<file path="src/rtl/booth4_op_sequencer.sv">
// booth4_op_sequencer: buffers operand pairs, issues them to a 4-bit Booth multiplier
// with the en-high-until-done / en-low-gap protocol, and returns products through a result slot.
module booth4_op_sequencer #(
    parameter int FIFO_DEPTH = 4,
    parameter int GAP_CYCLES = 2,
    parameter int TIMEOUT    = 63
) (
    input  logic       clk,
    input  logic       rst,
    input  logic       in_valid,
    output logic       in_ready,
    input  logic [3:0] in_a,
    input  logic [3:0] in_b,
    output logic       mul_en,
    output logic [3:0] mul_a,
    output logic [3:0] mul_b,
    input  logic [7:0] mul_prod,
    input  logic       mul_done,
    output logic       out_valid,
    input  logic       out_ready,
    output logic [7:0] out_prod,
    output logic       out_err,
    output logic       busy
);
    localparam int AW = $clog2(FIFO_DEPTH);
    localparam int WW = $clog2(TIMEOUT + 1);
    localparam int GW = $clog2(GAP_CYCLES + 1);
    localparam logic [WW-1:0] WD_LAST = WW'(TIMEOUT - 1);
    localparam logic [GW-1:0] GC_LAST = GW'(GAP_CYCLES - 1);

    typedef enum logic [1:0] {IDLE, RUN, GAP} state_t;

    logic [7:0]    mem_q [FIFO_DEPTH];
    logic [AW-1:0] wp_q, rp_q;
    logic [AW:0]   cnt_q;
    state_t        state_q, state_d;
    logic [WW-1:0] wd_q, wd_d;
    logic [GW-1:0] gc_q, gc_d;
    logic          en_q, en_d, ov_q, ov_d, err_q, err_d;
    logic [3:0]    a_q, a_d, b_q, b_d;
    logic [7:0]    prod_q, prod_d;
    logic          push, launch;

    assign in_ready  = cnt_q != (AW+1)'(FIFO_DEPTH);
    assign push      = in_valid && in_ready;
    // Launch only into an empty result slot, so a capture can never overwrite a pending result.
    assign launch    = (state_q == IDLE) && (cnt_q != '0) && !ov_q;
    assign mul_en    = en_q;
    assign mul_a     = a_q;
    assign mul_b     = b_q;
    assign out_valid = ov_q;
    assign out_prod  = prod_q;
    assign out_err   = err_q;
    assign busy      = (cnt_q != '0) || (state_q != IDLE) || ov_q;

    always_ff @(posedge clk) begin
        if (rst) begin
            wp_q  <= '0;
            rp_q  <= '0;
            cnt_q <= '0;
        end else begin
            if (push) begin
                mem_q[wp_q] <= {in_a, in_b};
                wp_q        <= wp_q + AW'(1);
            end
            if (launch)
                rp_q <= rp_q + AW'(1);
            cnt_q <= cnt_q + (AW+1)'(push) - (AW+1)'(launch);
        end
    end

    always_comb begin
        state_d = state_q;
        wd_d    = wd_q;
        gc_d    = gc_q;
        en_d    = en_q;
        a_d     = a_q;
        b_d     = b_q;
        prod_d  = prod_q;
        err_d   = err_q;
        ov_d    = (ov_q && out_ready) ? 1'b0 : ov_q;
        case (state_q)
            IDLE: begin
                if (launch) begin
                    state_d    = RUN;
                    en_d       = 1'b1;
                    {a_d, b_d} = mem_q[rp_q];
                    wd_d       = '0;
                end
            end
            RUN: begin
                wd_d = wd_q + WW'(1);
                if (mul_done || wd_q == WD_LAST) begin
                    prod_d  = mul_done ? mul_prod : 8'h00;
                    err_d   = !mul_done;
                    ov_d    = 1'b1;
                    en_d    = 1'b0;
                    gc_d    = '0;
                    state_d = GAP;
                end
            end
            GAP: begin
                gc_d    = gc_q + GW'(1);
                state_d = (gc_q == GC_LAST) ? IDLE : GAP;
            end
            default: state_d = IDLE;
        endcase
    end

    always_ff @(posedge clk) begin
        if (rst) begin
            state_q <= IDLE;
            wd_q    <= '0;
            gc_q    <= '0;
            en_q    <= 1'b0;
            a_q     <= '0;
            b_q     <= '0;
            ov_q    <= 1'b0;
            prod_q  <= '0;
            err_q   <= 1'b0;
        end else begin
            state_q <= state_d;
            wd_q    <= wd_d;
            gc_q    <= gc_d;
            en_q    <= en_d;
            a_q     <= a_d;
            b_q     <= b_d;
            ov_q    <= ov_d;
            prod_q  <= prod_d;
            err_q   <= err_d;
        end
    end
endmodule

</file>
<file path="config.mk">
export PLATFORM = sky130hd
export DESIGN_NAME = booth4_op_sequencer
export DESIGN_NICKNAME = d
export VERILOG_FILES = /design/src/rtl/booth4_op_sequencer.sv
export SDC_FILE = /design/constraint.sdc
export NUM_CORES = 1
export LEC_CHECK = 0
export CORE_ASPECT_RATIO = 1.4
export CORE_MARGIN = 10
export CORE_UTILIZATION = 37
export CTS_CLUSTER_SIZE = 40
export DETAILED_ROUTE_END_ITERATION = 10
export SYNTH_ARGS = -nofsm -noshare
export SYNTH_HDL_FRONTEND = slang
export SYNTH_SLANG_ARGS = --single-unit
</file>
<file path="constraint.sdc">
create_clock -name clk -period 4 [get_ports clk]
set_input_delay 0.6 -clock clk [delete_from_list [all_inputs] [get_ports clk]]
set_output_delay 0.6 -clock clk [all_outputs]
set_load 0.01 [all_outputs]
</file>
* After elaboration in Yosys (flattened, before gate mapping)
Memories as Yosys holds them, arrays and structs flattened. A register that Yosys moved wholly into a read port is not among the register bits.
Cells that the tools add are included.
** Storage, ports and cells
- Output and inout bits :: 21
- Bits in registers :: 28
- Bits of input ports :: 21
- Logic and storage cells :: 62
- Memories :: 1
- RAM bits :: 32
** Cells by class
- Add/sub/neg operators :: 6
- Reduce and logical (&&, ||, !) cells :: 20
- Muxes and demuxes :: 18
- Eq/ne operators :: 7
** Memories
- mem_q :: depth 4, bits a word 8, read ports 1, clocked after Yosys merged registers in 1, wr ports 1, RTL line 33 : logic [7:0] mem_q [FIFO_DEPTH];
** Operators with widths (count)
- $pmux W6 S2 :: 1
- $reduce_and A2 Y1 :: 5
- $mux W1 :: 8
- $mux W2 :: 4
- $mux W8 :: 1
- $add A2 B1 Y2 const B :: 3
- $add A6 B1 Y6 const B :: 1
- $eq A6 B6 Y1 const B :: 1
- $mux W6 :: 1
- $pmux W2 S3 :: 1
- $reduce_bool A2 Y1 :: 3
- $eq A2 B1 Y1 const B :: 2
- $logic_and A1 B1 Y1 :: 4
- $ne A2 B2 Y1 const B :: 2
- $pmux W2 S2 :: 1
- $add A3 B1 Y3 :: 1
- $logic_or A1 B1 Y1 :: 3
- $ne A3 B3 Y1 const B :: 1
- $reduce_and A3 Y1 :: 1
- $reduce_bool A3 Y1 :: 1
- $sub A3 B1 Y3 :: 1
- $eq A2 B2 Y1 const B :: 1
- $logic_not A1 Y1 :: 2
- $logic_not A2 Y1 :: 1
- $pmux W1 S2 :: 1

* Depth between registers and ports, before layout
Gate-level depths: netlist (run 1).
- Depth after elaboration :: 5
- Gate-level depth with buffers :: 11
- Gate-level depth less buffers :: 10

* Worst setup path after synthesis (run 1)
OpenSTA, ideal clock, no wires.
- Path type :: register to register
- Start :: reg state_q[1]
- End :: reg cnt_q[2]
- Period minus slack after synthesis :: 2.183 ns
- Required time :: 3.872 ns
- Cell stages (with the launch flop) :: 12
- Path slack :: 1.817 ns
- Arrival time :: 2.055 ns
- Setup time :: 0.128 ns
- Buffers on the path :: 2
- Cell sequence :: dfxtp_1 -> buf_6 -> or3_1 -> clkbuf_2 -> nor2_1 -> ha_1 -> inv_1 -> ha_1 -> fa_1 -> xnor2_1 -> xnor2_1 -> nor2_1
** Between the ends
- Cells in the longest elaborated chain, start to end :: 4
** Ends and longest elaborated chain
- start: declaration :: RTL line 36 : state_t state_q, state_d;
- start signal: assignment :: RTL line 122 : state_q <= state_d;
- $logic_not A2 Y1 :: RTL line 47 : assign launch = (state_q == IDLE) && (cnt_q != '0) && !ov_q;
- $logic_and A1 B1 Y1 (2 in a row) :: RTL line 47
- via launch :: RTL line 42 : logic push, launch;
- $sub A3 B1 Y3 :: RTL line 68 : cnt_q <= cnt_q + (AW+1)'(push) - (AW+1)'(launch);
- end signal: assignment :: RTL line 68
- end: declaration :: RTL line 35 : logic [AW:0] cnt_q;
The timed path passes the listed nets, and every way through them passes these cells.
A chain may end at the register's enable or synchronous reset.

* Worst setup path in the final report (run 1)
Same ends and word-level chain as after synthesis.

==> impl_metrics.yaml, run 1 <==
yosys:
  synth_nets: 273
  synthSimpleGateAreaFrac_pct: 11.4
  seq_area_frac_synth_pct: 59.0
  yosys_warnings: 0
  ys.flop_type: "dfxtp_1"
  syn-cell-area_um2: 2850
  yosys.area_share.xor_xnor_pct: 0.615
  synthDistinctLibCells: 39
  synth_top_family_by_area: "compound AO/OA/AOI/OAI gates"
  syn-instance-count: 242
  synth_edf_count: 32
  avgSynthCellArea_um2: 11.8
  synth_adder_area_share_pct: 4.65
  synthMuxAreaShare_pct: 6.32
  synth_compound_area_share_pct: 13.7
  yosys_register_bits: 68
  synthArstFlopShare_pct: 0
timing:
  tightest_slew_ps: 703
  rsz0062_at_grt: "false"
  finalSetupTns_ps: 0
  maxSlewViolCount: 0
  hold_viol: 0
  finalClockSkew_ps: 6.44
  fmax_ghz: 0.407
  fin_crit_sh_pct: 61.5
  setup_viol: 0
  finalCriticalPeriod_ps: 2460
  max_slew_margin_pct: 53.1
power_and_ir_drop:
  power.leakage_nw: 1.19
  peakVddDrop_v: 0.000313
  p_per_area_nw_per_um2: 636
  total_power_w: 0.00226
floorplan:
  core-area_um2: 7450
  die_h_um: 124
  die_area_um2: 11700
  initial_core_util_pct: 38.2
  pin_count: 42
  die_w_um: 94.2
  rows: 37
routing:
  drt_iter0_drc: 98
  routed_wl_um: 5900
  drcViolationCount: 0
  postRouteAntennaNets: 0
  first_pass_iters: 4
  num_vias: 1951
  viasPerCell: 5.11
  wl_per_cell_um: 15.5
place:
  hpwl_um: 4140
  dp.cells: 366
  gp_congestion: 0.765
  place.port_buffers: 41
worst_hold_path:
  hold_path.startpoint: "mul_a[1]"
  hold_path.class: "flop to flop"
finish:
  diodes: 0
  instances_no_fill: 382
  nNetsFinal: 311
  utilization_pct: 47.7
  area_delta_synth_final_pct: 24.6
  drive_above_1_share_pct: 10.2
clocking:
  cts.repair.resized: 0
  path_clk_slew_ps: 80
  cts_num_sinks: 68
  post_cts_buffers: 0
  cts_hold_buf: 0
  clkLatencyLatePin_ps: 340
  clock_path_buffers: 2
  cts_tree: "built"
  cts-root-buf: "clkbuf_8"
  htree_levels: 3
  cts_buffers: 9
grt:
  overflow: 0
  first_global_vias: 2049
  grt_pass1_wl_um: 9720
  grt_util_all_layers_pct: 10.6
  grt_max_degree: 38
  antenna_found_initial: 0
setup_path:
  r2r_setup_slack_ps: 1540
  crit_type: "flop to flop"
  cp-start-kind: "flop"
  startpoint: "state_q[1]"
  r2r-start: "state_q[1]"
  crit_required_ps: 4210
  critPathMaxFanout: 16
  worstPathArrival_ps: 2670
  crit_path_end_kind: "flop"
outcome:
  status: "finished clean"
job:
  max-cap-violations: 0
-- cells by family after synthesis --
kind of cell / Yosys count
flops: 68
compound gates: 64
simple gates: 60
buf+inv: 30
fa+ha+maj: 10
mux: 8
xor+xnor: 2
-- worst paths after layout --
path | endpoint | cells past startpoint
hold / removal | mul_a[1] | 2
hold reg to reg | mul_a[1] | 2
setup / recovery | cnt_q[2] | 9
setup reg to reg | cnt_q[2] | 9
-- registers in the layout (all words and copies together) (netlist names) --
name       count
wp_q           2
mul_b          4
out_valid      1
gc_q           2
mul_a          4
rp_q           2
mem_q         32
wd_q           6
out_prod       8
state_q        2
out_err        1
cnt_q          3
mul_en         1
-- layout make-up --
type,instances,area (um^2)
Inverter,13,48.8
Fill cell,689,3900
Sequential cell,68,1680
Clock inverter,7,98.8
Tap cell,97,121
Timing Repair Buffer,44,433
Clock buffer,9,124
Multi-Input combinational cell,144,1040
-- through the flow --
step / hold WS, ps / setup WS, ps / area [um^2]
5_1_grt: 496 / 1340 / 3550
6_report: 480 / 1540 / 3550
4_1_cts: 480 / 1530 / 3550
2_1_floorplan: 462 / 1820 / 2850
3_3_place_gp: 461 / 1470 / 3330
3_5_place_dp: 469 / 1420 / 3330
-- synth_stat cells, types with 3 or more instances --
| cell | number | area (um^2) |
|---|---|---|
| a21oi_1 | 27 | 135 |
| inv_1 | 13 | 48.8 |
| nand2b_1 | 3 | 18.8 |
| nor2b_1 | 4 | 25.0 |
| nor2_1 | 5 | 18.8 |
| o211ai_1 | 11 | 82.6 |
| edfxtp_1 | 32 | 961 |
| nand3_1 | 16 | 80.1 |
| ha_1 | 9 | 113 |
| clkbuf_1 | 11 | 41.3 |
| nand2_1 | 12 | 45.0 |
| o21ai_0 | 11 | 55.1 |
| mux4_2 | 8 | 180 |
| or3_1 | 7 | 43.8 |
| and2_1 | 4 | 25.0 |
| dfxtp_1 | 36 | 721 |
-- report_power, final --
group	switching, W	total (W)	internal (W)
Combinational	0.000357	0.000698	0.000341
Clock	0.000266	0.000621	0.000354
Sequential	0.000106	0.000941	0.000835
Total	0.000730	0.00226	0.00153
-- cells in the final DEF, fill, tap and decap left out, drive strengths merged, types with 5 or more instances in the layout --
master / instances
nand3: 16
nor2: 5
dfxtp: 36
clkbuf: 9
a21oi: 27
inv: 15
ha: 9
nand2: 12
clkdlybuf4s50: 41
or3: 7
edfxtp: 32
mux4: 8
o21ai: 12
o211ai: 11
-- per-layer routing --
| layer | track usage (%) | vias to the layer above | share of wire [%] |
|---|---|---|---|
| li1 | - | 968 | - |
| met2 | 18.2 | 51 | 49 |
| met5 | 0 | - | 0 |
| met1 | 11.5 | 927 | 43 |
| met3 | 3.37 | 5 | 6.0 |
| met4 | 5.05 | 0 | 1.1 |
-- critical path, cell delays in order, from the launching register on --
cell and delay (ps):
dfxtp_1 380, or3_1 620, nor2_1 240, ha_1 140, inv_1 30, ha_1 180
fa_1 370, xnor2_1 180, xnor2_1 130, nor2_1 50
Power figures use the tool's default switching activity.
==> run 2, diff against run 1 <==
Clock period 4 ns to 2.49 ns, I/O delays scaled along.
==> run 2 against run 1 <==
Against the previous run:
- combinational power is 66% higher
- critical path depth increased by 1
- total power up 54%
- first-iteration DRC count fell by 5.1%
- worst hold slack better by 0.58 ps
- design area fell by 0.88%
- clock skew barely moved
- highest routed layer unchanged
==> impl_metrics.yaml, run 2 (same netlist as run 1, synthesis figures left out) <==
timing:
  fmax_ghz: 0.446
  whs_ps: 481
  hold_viol: 0
  maxSlewViolCount: 0
  rsz0062_at_grt: "false"
  finalSetupTns_ps: 0
  setup_viol: 0
  tightest_slew_ps: 671
  max_slew_margin_pct: 55.2
  finalCriticalPeriod_ps: 2240
  finalClockSkew_ps: 6.65
  fin_crit_sh_pct: 90.1
clocking:
  cts_buffers: 9
  htree_levels: 3
  cts_tree: "built"
  cts.repair.resized: 0
  path_clk_slew_ps: 80
  clkLatencyLatePin_ps: 340
  cts_hold_buf: 0
  cts-root-buf: "clkbuf_8"
  clock_path_buffers: 2
  cts_num_sinks: 68
  post_cts_buffers: 0
finish:
  nNetsFinal: 313
  instances_no_fill: 384
  fill_cells: 692
  regMostFlops: "mem_q"
  area_delta_synth_final_pct: 23.5
  layout_commonest_cell: "clkdlybuf4s50_1"
  diodes: 0
  largest_register_ff_count: 32
  layout_common_cells: "clkdlybuf4s50_1, dfxtp_1, edfxtp_1"
  drive_above_1_share_pct: 10.8
  stdcell_area_um2: 3520
  seqCellArea_um2: 1680
  multi_input_area_um2: 1040
setup_path:
  cp-start-kind: "flop"
  crit_path_end_kind: "flop"
  critPathMaxFanout: 4
  cpPeakStageDelay_ps: 390
  crit_buf_inv: 2
  crit_required_ps: 2710
  r2r_setup_slack_ps: 250
  r2r-start: "cnt_q[2]"
  critPathTopFamily: "adder cells"
  crit_chain: "nor3b_1 > inv_1 > nand2_1 > ha_1 > inv_1 > ha_1 > fa_1 > xnor2_1 > xnor2_1 > nor2_1"
  startpoint: "cnt_q[2]"
  reg2reg_to: "cnt_q[2]"
  crit_type: "flop to flop"
  cpMaxStageDelayCell: "dfxtp_1"
  worstPathArrival_ps: 2470
  r2r_cells: 10
routing:
  drt_iter0_drc: 93
  viasPerCell: 5.19
  num_vias: 1993
  drcViolationCount: 0
  postRouteAntennaNets: 0
  routed_wl_um: 5990
  first_pass_iters: 4
  wl_per_cell_um: 15.6
power_and_ir_drop:
  p_switching_w: 0.00120
  p_seq_share_pct: 43.4
  p_per_area_nw_per_um2: 986
  peakVddDrop_v: 0.000441
  combPwrFrac_pct: 33.4
  power_switching_share_pct: 34.6
  p_int_w: 0.00227
  pwr-share-clk_pct: 23.2
  power.leakage_nw: 1.19
grt:
  first_global_vias: 2080
  antenna_found_initial: 0
  grt_pass1_wl_um: 10200
  overflow: 0
  grt_util_all_layers_pct: 11.0
  grt_max_degree: 37
job:
  max-cap-violations: 0
worst_hold_path:
  hold_path.class: "flop to flop"
  hold_path.startpoint: "mul_a[2]"
  whs_path_depth: 2
  hold_end: "mul_a[2]"
place:
  hpwl_um: 4200
  dp.cells: 368
  dpl-instance-area_um2: 3340
  gp_congestion: 0.741
  place.port_buffers: 41
floorplan:
  die_h_um: 124
  die_area_um2: 11700
  die_w_um: 94.2
  rows: 37
  core-area_um2: 7450
  initial_core_util_pct: 38.2
  pin_count: 42
outcome:
  status: "finished clean"
==> run 2: cell types whose count changed in the layout (fill, tap and decap cells not counted), sizes merged <==
| cell | change |
|---|---|
| buf | +2 |
| bufinv | -2 |
| clkinv | +4 |
| clkinvlp | -1 |
| inv | -1 |
==> run 2: routing by layer <==
layer	vias to the layer above	global-route usage [%]	share of wire (%)
li1	970	-	-
met1	966	12.3	42
met2	48	18.3	49
met3	9	4.39	7.1
met4	0	4.29	1.3
met5	-	0	0
==> run 2: worst max path at each step <==
stage | endpoint | cells past startpoint
3_5_place_dp | cnt_q[2] | 9
6_report | cnt_q[2] | 10
4_1_cts | cnt_q[2] | 10
3_3_place_gp | cnt_q[2] | 9
2_1_floorplan | cnt_q[2] | 11
5_1_grt | cnt_q[2] | 10
==> run 2: layout make-up <==
| class | count | share of cell area, % |
|---|---|---|
| Clock buffer | 9 | 3.52 |
| Clock inverter | 7 | 1.49 |
| Inverter | 13 | 1.39 |
| Multi-Input combinational cell | 144 | 29.7 |
| Sequential cell | 68 | 47.8 |
| Tap cell | 97 | 3.45 |
| Timing Repair Buffer | 46 | 12.7 |
==> run 2: worst min-delay path, stage by stage (launching register included) <==
cell	delay, ps
dfxtp_1	310
o21ai_0	70
a21oi_1	60
==> run 2: power groups by stage <==
stage	Clock [W]	Combinational (W)	Sequential [W]
global placement	0	0.00116	0.00153
finish	0.000804	0.00116	0.00151
floorplan	0	0.000755	0.00149
CTS	0.000831	0.00118	0.00151
global route	0.000887	0.00130	0.00154
detailed placement	0	0.00118	0.00154
==> run 2: metrics by stage <==
| step | setup WS, ps | total power (W) | util, % |
|---|---|---|---|
| 2_1_floorplan | 307 | 0.00224 | - |
| 3_3_place_gp | 195 | 0.00269 | 44.9 |
| 5_1_grt | 29.0 | 0.00373 | 47.2 |
| 3_5_place_dp | 106 | 0.00271 | 44.9 |
| 4_1_cts | 219 | 0.00353 | 47.2 |
| 6_report | 246 | 0.00347 | 47.2 |
==> run 3, diff against run 2 <==
Settings changed: ABC_AREA set to 0.
==> results of run 3 <==
The final DEF is identical to that of run 2; final timing and power are the same.
